===== src/rtl/cpu_step_controller.sv =====
`default_nettype none
// +-----------------------------------------------------------------------------+
// | cpu_step_controller: run/halt/single-step clock-enable sequencer for the    |
// | SAP core, optional step auto-repeat via STEP_AUTOREPEAT_EN. Rev 1.0         |
// +-----------------------------------------------------------------------------+
module cpu_step_controller #(
   parameter int DEBOUNCE_CYCLES = 200_000,
   parameter int RUN_DIV         = 1_000_000
`ifdef STEP_AUTOREPEAT_EN
   ,
   parameter int REPEAT_DELAY    = 10_000_000
`endif
) (
   input  logic       clk,
   input  logic       rst_n,
   input  logic       btn_run_stop,
   input  logic       btn_step,
   input  logic       cpu_halt,
   output logic       cpu_en,
   output logic       run_active,
   output logic       cpu_halted,
   output logic [7:0] step_count
);

   localparam int c_btn_run  = 0;
   localparam int c_btn_step = 1;

   localparam int                  c_db_w    = $clog2(DEBOUNCE_CYCLES + 1);
   localparam logic [c_db_w-1:0]   c_db_last = c_db_w'(DEBOUNCE_CYCLES - 1);
   localparam logic [c_db_w-1:0]   c_db_one  = c_db_w'(1);

   localparam int                  c_rate_w    = $clog2(RUN_DIV + 1);
   localparam logic [c_rate_w-1:0] c_rate_last = c_rate_w'(RUN_DIV - 1);
   localparam logic [c_rate_w-1:0] c_rate_one  = c_rate_w'(1);

   typedef enum logic [1:0] {
      S_IDLE   = 2'd0,
      S_STEP   = 2'd1,
      S_RUN    = 2'd2,
      S_HALTED = 2'd3
   } state_t;

   logic [1:0] btn_raw;
   logic [1:0] sync1_q, sync1_d;
   logic [1:0] sync2_q, sync2_d;
   logic [1:0] stable_q, stable_d;
   logic [1:0] press_q, press_d;
   logic [c_db_w-1:0] db_cnt_q [2];
   logic [c_db_w-1:0] db_cnt_d [2];

   state_t              state_q, state_d;
   logic [c_rate_w-1:0] rate_q, rate_d;
   logic                cpu_en_q, cpu_en_d;
   logic [7:0]          step_count_q, step_count_d;
   logic                step_req;

   assign btn_raw = {btn_step, btn_run_stop};

   // The counter measures how long the synced level has disagreed with the
   // accepted level; reaching the limit accepts the new level.
   always_comb begin
      sync1_d  = btn_raw;
      sync2_d  = sync1_q;
      stable_d = stable_q;
      for (int i = 0; i < 2; i++) begin
         db_cnt_d[i] = '0;
         if (sync2_q[i] != stable_q[i]) begin
            if (db_cnt_q[i] == c_db_last) begin
               stable_d[i] = ~stable_q[i];
            end else begin
               db_cnt_d[i] = db_cnt_q[i] + c_db_one;
            end
         end
      end
      press_d = stable_d & ~stable_q;
   end

   always_ff @(posedge clk or negedge rst_n) begin
      if (!rst_n) begin
         sync1_q     <= '0;
         sync2_q     <= '0;
         stable_q    <= '0;
         press_q     <= '0;
         db_cnt_q[0] <= '0;
         db_cnt_q[1] <= '0;
      end else begin
         sync1_q     <= sync1_d;
         sync2_q     <= sync2_d;
         stable_q    <= stable_d;
         press_q     <= press_d;
         db_cnt_q[0] <= db_cnt_d[0];
         db_cnt_q[1] <= db_cnt_d[1];
      end
   end

`ifdef STEP_AUTOREPEAT_EN
   localparam int c_rep_max = (REPEAT_DELAY > RUN_DIV) ? REPEAT_DELAY : RUN_DIV;
   localparam int c_rep_w   = $clog2(c_rep_max + 1);

   logic [c_rep_w-1:0] rep_q, rep_d, rep_last;
   logic               rep_on_q, rep_on_d;
   logic               rep_phase_q, rep_phase_d;
   logic               rep_fire;

   // Phase 0 waits out the initial hold delay, phase 1 repeats at the run rate.
   // The press cycle itself counts as cycle 0 of the hold delay.
   always_comb begin
      rep_last    = rep_phase_q ? c_rep_w'(RUN_DIV - 1) : c_rep_w'(REPEAT_DELAY - 1);
      rep_d       = rep_q;
      rep_on_d    = rep_on_q;
      rep_phase_d = rep_phase_q;
      rep_fire    = 1'b0;
      if (press_q[c_btn_step]) begin
         rep_d       = c_rep_w'(1);
         rep_on_d    = 1'b1;
         rep_phase_d = 1'b0;
      end else if (!stable_q[c_btn_step] || state_q == S_RUN || state_q == S_HALTED) begin
         rep_d       = '0;
         rep_on_d    = 1'b0;
         rep_phase_d = 1'b0;
      end else if (rep_on_q) begin
         if (rep_q == rep_last) begin
            rep_fire    = 1'b1;
            rep_d       = '0;
            rep_phase_d = 1'b1;
         end else begin
            rep_d = rep_q + c_rep_w'(1);
         end
      end
   end

   always_ff @(posedge clk or negedge rst_n) begin
      if (!rst_n) begin
         rep_q       <= '0;
         rep_on_q    <= 1'b0;
         rep_phase_q <= 1'b0;
      end else begin
         rep_q       <= rep_d;
         rep_on_q    <= rep_on_d;
         rep_phase_q <= rep_phase_d;
      end
   end

   assign step_req = press_q[c_btn_step] | rep_fire;
`else
   assign step_req = press_q[c_btn_step];
`endif

   always_comb begin
      state_d  = state_q;
      rate_d   = rate_q;
      cpu_en_d = 1'b0;
      case (state_q)
         S_IDLE: begin
            if (cpu_halt) begin
               state_d = S_HALTED;
            end else if (press_q[c_btn_run]) begin
               state_d = S_RUN;
               rate_d  = '0;
            end else if (step_req) begin
               state_d  = S_STEP;
               cpu_en_d = 1'b1;
            end
         end
         S_STEP: begin
            state_d = S_IDLE;
         end
         S_RUN: begin
            if (cpu_halt) begin
               state_d = S_HALTED;
            end else if (press_q[c_btn_run]) begin
               state_d = S_IDLE;
               rate_d  = '0;
            end else if (rate_q == c_rate_last) begin
               cpu_en_d = 1'b1;
               rate_d   = '0;
            end else begin
               rate_d = rate_q + c_rate_one;
            end
         end
         S_HALTED: begin
            if (!cpu_halt) begin
               state_d = S_IDLE;
            end
         end
         default: begin
            state_d = S_IDLE;
         end
      endcase
      step_count_d = step_count_q + {7'd0, cpu_en_d};
   end

   always_ff @(posedge clk or negedge rst_n) begin
      if (!rst_n) begin
         state_q      <= S_IDLE;
         rate_q       <= '0;
         cpu_en_q     <= 1'b0;
         step_count_q <= '0;
      end else begin
         state_q      <= state_d;
         rate_q       <= rate_d;
         cpu_en_q     <= cpu_en_d;
         step_count_q <= step_count_d;
      end
   end

   assign cpu_en     = cpu_en_q;
   assign run_active = (state_q == S_RUN);
   assign cpu_halted = (state_q == S_HALTED);
   assign step_count = step_count_q;

endmodule
`default_nettype wire


===== config.mk =====
export PLATFORM = sky130hd
export DESIGN_NAME = cpu_step_controller
export DESIGN_NICKNAME = d
export VERILOG_FILES = /design/src/rtl/cpu_step_controller.sv
export SDC_FILE = /design/constraint.sdc
export NUM_CORES = 1
export LEC_CHECK = 0
export ABC_AREA = 1
export CAP_MARGIN = 20
export CELL_PAD_IN_SITES_DETAIL_PLACEMENT = 1
export CELL_PAD_IN_SITES_GLOBAL_PLACEMENT = 2
export CORE_ASPECT_RATIO = 0.7
export CORE_UTILIZATION = 39
export DETAILED_ROUTE_END_ITERATION = 10
export PLACE_DENSITY = 0.87
export SKIP_LAST_GASP = 1
export SYNTH_ARGS = -nofsm -noshare
export SYNTH_HDL_FRONTEND = slang
export SYNTH_SLANG_ARGS = --single-unit

===== constraint.sdc =====
create_clock -name clk -period 3.6 [get_ports clk]
set_input_delay 0.36 -clock clk [delete_from_list [all_inputs] [get_ports clk]]
set_output_delay 0.36 -clock clk [all_outputs]
set_load 0.01 [all_outputs]

## After elaboration in Yosys (flattened, before gate mapping)

Cells that the tools add are included.
W data, S select, Z words.

- Bits in registers: 75
- Latch bits: 0
- Bits in writable memories: 0
- Bits in read-only memories: 0
- Output and inout bits: 11
- Memories kept: 0

- Add/sub/neg operators: 4
- Multiply operators: 0
- Divide/modulo/power cells: 0
- $lt $le $gt $ge: 0
- Eq/ne operators: 14
- Shift operators: 0
- Mux-type cells: 28
- Bitwise gates (word level): 4
- Reductions and logical operators: 4

Operators with widths:

| operator | count |
|---|---|
| $mux W20 | 5 |
| $mux W18 | 4 |
| $pmux W20 S2 | 1 |
| $add A18 B1 Y18 const B | 2 |
| $eq A18 B18 Y1 const B | 2 |
| $add A20 B1 Y20 const B | 1 |
| $eq A20 B20 Y1 const B | 1 |
| $mux W2 | 6 |
| $mux W1 | 10 |
| $add A8 B1 Y8 | 1 |
| $ne A2 B2 Y1 const B | 4 |
| $pmux W2 S4 | 1 |
| $eq A2 B2 Y1 const B | 2 |
| $ne A4 B4 Y1 const B | 1 |
| $reduce_and A4 Y1 | 1 |
| $ne A3 B2 Y1 const B | 1 |
| $reduce_and A3 Y1 | 1 |
| $and A2 B2 Y2 | 1 |
| $eq A2 B1 Y1 const B | 1 |
| $logic_not A2 Y1 | 1 |
| $ne A1 B1 Y1 | 2 |
| $not A1 Y1 | 2 |
| $not A2 Y2 | 1 |
| $pmux W1 S2 | 1 |
| $reduce_bool A2 Y1 | 1 |

## Depth between registers and ports, before layout

Gate-level depths: netlist (run 1).

- Depth after elaboration: 6
- Gate-level depth with buffers: 11
- Mapped depth without buffers: 11

## Worst setup path before layout (run 1)

Ideal clock, no wire load.

- Path type: flip-flop to flip-flop
- From: reg rate_q[0]
- To: reg step_count_q[7], in the netlist step_count[7]
- Arrival time: 1.961 ns
- Setup slack: 1.514 ns
- Stages on the path, launching flop included: 11
- Buffers on the path: 0
- Cell sequence: dfrtp_1 > ha_1 > nand3_1 > nor2_1 > nand3_2 > o21ai_0 > ha_1 > nand3_1 > nor3_1 > nand2_1 > xnor2_1

- Cells in the longest elaborated chain, start to end: 6

RTL lines:

| element | RTL line | source |
|---|---|---|
| from (decl) | 52 | `logic [c_rate_w-1:0] rate_q, rate_d;` |
| from (signal assigned) | 201 | `rate_q <= rate_d;` |
| $eq A20 B20 Y1 | 174 | `end else if (rate_q == c_rate_last) begin` |
| $mux W1 | 174 |  |
| $mux W1 | 171 | `end else if (press_q[c_btn_run]) begin` |
| $mux W1 | 169 | `if (cpu_halt) begin` |
| $pmux W1 S2 | 153 | `case (state_q)` |
| named net cpu_en_d | 53 | `logic cpu_en_q, cpu_en_d;` |
| $add A8 B1 Y8 | 190 | `step_count_d = step_count_q + {7'd0, cpu_en_d};` |
| named net step_count_d[7] | 54 | `logic [7:0] step_count_q, step_count_d;` |
| to (signal assigned) | 203 | `step_count_q <= step_count_d;` |
| to (decl) | 54 |  |

The timed path passes the listed nets, and every way through them passes these cells.
A chain may end at the register's enable or synchronous reset.

## Worst setup path after layout (run 1)

Same ends and word-level chain as after synthesis.

==> results of run 1 <==
==> flip-flops by register name (all words and copies together) (netlist names) <==
name / count
db_cnt_q: 36
rate_q: 20
step_count: 8
press_q: 2
stable_q: 2
state_q: 2
sync1_q: 2
sync2_q: 2
cpu_en: 1
==> per-layer routing <==
layer / part of all wire [%] / track usage [%] / vias to the layer above
li1: - / - / 1649
met1: 55 / 29.6 / 1529
met2: 41 / 28.5 / 34
met3: 2.8 / 4.91 / 8
met4: 0.77 / 4.27 / 0
met5: 0 / 0 / -
==> cell usage after synthesis (all sizes together) (2+ instances only) <==
| cell | count | area [um2] |
|---|---|---|
| nand2 | 116 | 453 |
| nor2 | 108 | 485 |
| dfrtp | 75 | 1880 |
| inv | 71 | 269 |
| nand3 | 37 | 205 |
| xor2 | 24 | 210 |
| nand4 | 15 | 93.8 |
| a21oi | 14 | 70.1 |
| nor3 | 14 | 70.1 |
| o21ai | 11 | 58.8 |
| xnor2 | 6 | 52.6 |
| ha | 5 | 62.6 |
| nor3b | 5 | 37.5 |
| buf | 2 | 22.5 |
| o21bai | 2 | 15.0 |
==> final cells by class <==
class / count / area [um2] / area share, %
inverter: 72 / 273 / 5.97
clock inverter: 6 / 32.5 / 0.712
multi-input combinational: 362 / 1850 / 40.5
timing repair buffer: 15 / 148 / 3.23
sequential: 75 / 1880 / 41.1
clock buffer: 10 / 229 / 5.01
tap: 128 / 160 / 3.51
==> stage by stage <==
stage               hold WS (ps)  setup slack [ps]  area [um2]
global placement             357              1250        4310
finish                       165              1130        4570
global route                 265               904        4570
CTS                          228              1130        4570
floorplan                   64.4              1510        4020
detailed placement           343              1150        4310
==> power breakdown <==
| part | internal (mW) | total (mW) | switching [mW] | leakage (nW) |
|---|---|---|---|---|
| Sequential | 0.879 | 0.919 | 0.0399 | 1.01 |
| Combinational | 0.0951 | 0.314 | 0.219 | 0.980 |
| Clock | 0.460 | 0.805 | 0.345 | 0.132 |
==> cell families (layout without fill, tap and decap cells) <==
| family | count (synthesis) | after routing | share of synthesized area, % |
|---|---|---|---|
| buffers and inverters | 74 | 103 | 7.35 |
| adders and majority gates | 5 | 5 | 1.56 |
| AOI/OAI and AO/OA | 30 | 30 | 4.11 |
| DFF | 75 | 75 | 46.7 |
| xor gates and xnor gates | 30 | 30 | 6.54 |
| and+or+nand+nor | 297 | 297 | 33.8 |
==> worst paths after layout <==
check | from | end | depth (start not counted)
min in group clk | sync1_q[1]$_DFF_PN0_ | sync2_q[1]$_DFF_PN0_ | 0
worst max-delay path | rate_q[0]$_DFFE_PN0P_ | step_count[7]$_DFF_PN0_ | 10
worst max register to register | rate_q[0]$_DFFE_PN0P_ | step_count[7]$_DFF_PN0_ | 10
max in group asynchronous | rst_n | rate_q[15]$_DFFE_PN0P_ | 1
worst min register to register | sync1_q[1]$_DFF_PN0_ | sync2_q[1]$_DFF_PN0_ | 0
worst min-delay path | rst_n | db_cnt_q[8]$_DFF_PN0_ | 1
==> critical path: stages (launching register included) <==
cell     delay [ps]
dfrtp_1         390
ha_1            220
nand3_1          90
nor2_1          210
nand3_2         180
o21ai_0         400
ha_1            250
nand3_1         130
nor3_1          250
nand2_1         100
xnor2_1         130
==> impl_metrics.tcl, run 1 <==
set metrics [dict create \
    status "complete, no violations" \
    final_common_cell "nand2_1" \
    area_growth_pct 13.6 \
    antenna_found_initial 0 \
    post_cts_resized 0 \
    layout_common_cells "109 x nand2_1, 95 x nor2_1, 75 x dfrtp_1, 66 x inv_1, 33 x nand3_1" \
    synth_enable_flop_cells 0 \
    tightest_slew_ps 967 \
    core_um2 9830 \
    fin_cells 668 \
    finClkSkew_ps 6.96 \
    fp.dieW_um 123 \
    ios 16 \
    drv_slew 0 \
    ys_ff_latch 75 \
    dr_total_vias 3220 \
    wl_per_cell_um 14.2 \
    postCtsHoldBufs 0 \
    io_buffers 15 \
    grt_pass1_vias 3308 \
    h-tree-depth 3 \
    grt-ovfl-total 0 \
    timing.final.crit_share_pct 68.7 \
    grt_pass1_wl_um 16300 \
    utilization_pct 46.4 \
    fin_nets 545 \
    final_antenna_net_count 0 \
    ys.warnings.count 0 \
    clk_pin_slew_worst_paths_ps 60 \
    place_congestion 0.840 \
    totalPowerFinal_mw 2.04 \
    cp-end-kind "register" \
    async_flop_share_pct 100 \
    chipHeight_um 86.9 \
    cts_setup_buffers 0 \
    place_inst 652 \
    period_needed_ps 2470 \
    rsz0062_at_grt "false" \
    maxCapViolCount 0 \
    postSynthCellCount 511 \
    grtUsageTotal_pct 19.8 \
    hold_viol_final 0 \
    root_buffer "clkbuf_16" \
    fillers 1218 \
    die-area_um2 10700 \
    hpwl_um 6910 \
    path_max_fanout 5 \
    setup-tns-final_ps 0 \
    start_util_pct 40.9 \
    drc_errors 0 \
    r2r_slack_ps 1130 \
    syn_nets 521 \
    p_per_area_nw_per_um2 446 \
    netlist_area_um2 4020 \
    wl_um 9470 \
    slew_headroom_pct 35.5 \
    fmax_mhz 404 \
    vias_per_cell 4.82 \
    synthDistinctLibCells 31 \
    syn_avg_cell_area_um2 7.87 \
    crit_path_start_kind "register" \
    cts.sinks 75 \
    grt_max_degree 76 \
    ir_worst_vdd_mv 0.228 \
    crit_required_ps 3820 \
    setup_violations 0 \
    first_pass_iters 4 \
    critical_path_class "register to register" \
    drive_above_1_share_pct 8.52 \
    clk_latency_ps 330 \
    diodes 0 \
    p_leak_nw 2.13 \
    drtIter0Drc 220 \
    worstPathArrival_ps 2700 \
    hold_class "input port to async pin" \
    ys.flop_type "dfrtp_1" \
    placement_rows 30 \
    yosysSeqAreaShare_pct 46.7 \
    clockBufferDepth 2 \
    cts_tree "done" \
    cts_buffers 9 \
]
(Power assumes the default switching activity.)
==> run 2, diff against run 1 <==
--- a/config.mk
+++ b/config.mk
@@ -10,9 +10,9 @@
 export CELL_PAD_IN_SITES_DETAIL_PLACEMENT = 1
 export CELL_PAD_IN_SITES_GLOBAL_PLACEMENT = 2
 export CORE_ASPECT_RATIO = 0.7
-export CORE_UTILIZATION = 39
+export CORE_UTILIZATION = 33
 export DETAILED_ROUTE_END_ITERATION = 10
-export PLACE_DENSITY = 0.87
+export PLACE_DENSITY = 0.79
 export SKIP_LAST_GASP = 1
 export SYNTH_ARGS = -nofsm -noshare
 export SYNTH_HDL_FRONTEND = slang
==> constraint.sdc (replaced) <==
create_clock -name clk -period 2 [get_ports clk]
set_input_delay 0.2 -clock clk [delete_from_list [all_inputs] [get_ports clk]]
set_output_delay 0.2 -clock clk [all_outputs]
set_load 0.01 [all_outputs]
==> run 2 against run 1 <==
  * Setup slack got worse by 1100 ps
  * Power rose by 99%
  * Maximum frequency rose by 27%
  * Core utilization fell by 4.5 points
  * Via count rose by 6.1%
  * Largest cell class is now multi-input gates
  * Clock-buffer cell count rose by 2
  * Register-to-register slack got worse by 1100 ps
  * Cell area rose by 8.0%
  * Cell count rose by 8.8%
  * Clock skew fell by 1.0 ps
  * Combinational power rose by 130%
==> impl_metrics.tcl, run 2 (synthesis results as in run 1) <==
set metrics [dict create \
    ios 16 \
    critical_path_class "register to register" \
    slew_headroom_pct 61.7 \
    final_common_cell "nand2_1" \
    root_buffer "clkbuf_16" \
    placement_rows 33 \
    largest_reg_flops 36 \
    crit_path_start_kind "register" \
    place_congestion 0.804 \
    drv_slew 0 \
    io_buffers 15 \
    crit_required_ps 2220 \
    hold_viol_final 0 \
    status "complete, no violations" \
    area_growth_pct 22.7 \
    fmax_mhz 514 \
    p_per_area_nw_per_um2 821 \
    period_needed_ps 1950 \
    ir_worst_vdd_mv 0.468 \
    clk_latency_ps 340 \
    max_stage_delay_ps 390 \
    timing.final.crit_share_pct 97.3 \
    totalPowerFinal_mw 4.05 \
    dr_total_vias 3418 \
    maxCapViolCount 0 \
    drtIter0Drc 136 \
    core_um2 11800 \
    slowest_stage "dfrtp_1" \
    diodes 0 \
    vias_per_cell 4.70 \
    fin_nets 575 \
    clk_pin_slew_worst_paths_ps 60 \
    finClkSkew_ps 5.94 \
    cts_tree "done" \
    grt_pass1_wl_um 16800 \
    wl_per_cell_um 13.7 \
    final_antenna_net_count 0 \
    drc_errors 0 \
    rsz0062_at_grt "true" \
    cts_buffers 9 \
    hpwl_um 7490 \
    path_max_fanout 3 \
    p_leak_nw 2.30 \
    antenna_found_initial 0 \
    cts.sinks 75 \
    cp-end-kind "register" \
    grtUsageTotal_pct 17.2 \
    die-area_um2 12600 \
    top_register "db_cnt_q" \
    first_pass_iters 4 \
    grt-ovfl-total 0 \
    worstPathArrival_ps 2170 \
    drive_above_1_share_pct 14.7 \
    setup_violations 0 \
    grt_pass1_vias 3379 \
    tightest_slew_ps 574 \
    wl_um 10000 \
    setup-tns-final_ps 0 \
    cp_num_buf_inv 0 \
    clockBufferDepth 2 \
    hold_class "input port to register" \
    fp.dieW_um 134 \
    crit_chain "ha_2 -> nand3_2 -> nor2_4 -> nand3_2 -> o21ai_2 -> ha_2 -> nand3_4 -> nor3_4 -> nand2_1 -> xnor2_1" \
    start_util_pct 34.2 \
    grt_max_degree 43 \
    chipHeight_um 94.3 \
    h-tree-depth 3 \
    layout_common_cells "109 x nand2_1, 93 x nor2_1, 75 x dfrtp_1, 66 x inv_1, 31 x nand3_1" \
    critical-path-top-delay-family "simple AND/OR/NAND/NOR gates" \
]
run 2: final cells by class:
class / count / area, um2
fill: 1462 / 6840
multi-input combinational: 362 / 1900
sequential: 75 / 1880
timing repair buffer: 45 / 375
inverter: 72 / 273
clock buffer: 12 / 267
tap: 157 / 196
clock inverter: 4 / 47.5
run 2: final timing paths:
| check | startpoint | endpoint | slack, ps | cells past startpoint |
|---|---|---|---|---|
| max | rate_q[0]$_DFFE_PN0P_ | step_count[7]$_DFF_PN0_ | 50 | 10 |
| min | btn_step | sync1_q[1]$_DFF_PN0_ | 300 | 1 |
| max reg2reg | rate_q[0]$_DFFE_PN0P_ | step_count[7]$_DFF_PN0_ | 50 | 10 |
| min reg2reg | sync1_q[0]$_DFF_PN0_ | sync2_q[0]$_DFF_PN0_ | 370 | 0 |
| max in group asynchronous | rst_n | db_cnt_q[14]$_DFF_PN0_ | 930 | 3 |
| min in group asynchronous | rst_n | db_cnt_q[0]$_DFF_PN0_ | 390 | 2 |
run 2: through the flow:
| stage | hold slack, ps | util (%) | cells | cell area (um2) | setup WS [ps] |
|---|---|---|---|---|---|
| after floorplan | -95.6 | - | 511 | 4030 | 69.2 |
| after global placement | 239 | 38.6 | 707 | 4540 | 86.1 |
| after detailed placement | 248 | 38.6 | 707 | 4540 | 23.6 |
| after CTS | 290 | 41.4 | 724 | 4870 | 15.2 |
| after global routing | 300 | 41.9 | 727 | 4930 | -71.2 |
| final | 299 | 41.9 | 727 | 4930 | 53.5 |
run 2: what timing repair did:
item                                   4_1_cts  5_1_grt
setup endpoints to repair                    0        5
hold buffers                                 1        0
gates resized for setup                      0       10
buffers inserted                             0        3
endpoints found under the hold margin       39        0
run 2: routing by layer:
metal | vias up | wire [um] | GRT usage [%]
li1 | 1712 | - | -
met1 | 1668 | 5530 | 25.4
met2 | 31 | 4120 | 24.8
met3 | 7 | 263 | 4.03
met4 | 0 | 80 | 4.55
met5 | - | 0 | 0
run 2: power breakdown:
part           total, mW  switching [mW]  internal, mW
Combinational      0.726           0.446         0.280
Sequential          1.63          0.0516          1.58
Clock               1.69           0.625          1.06
Total               4.05            1.12          2.93
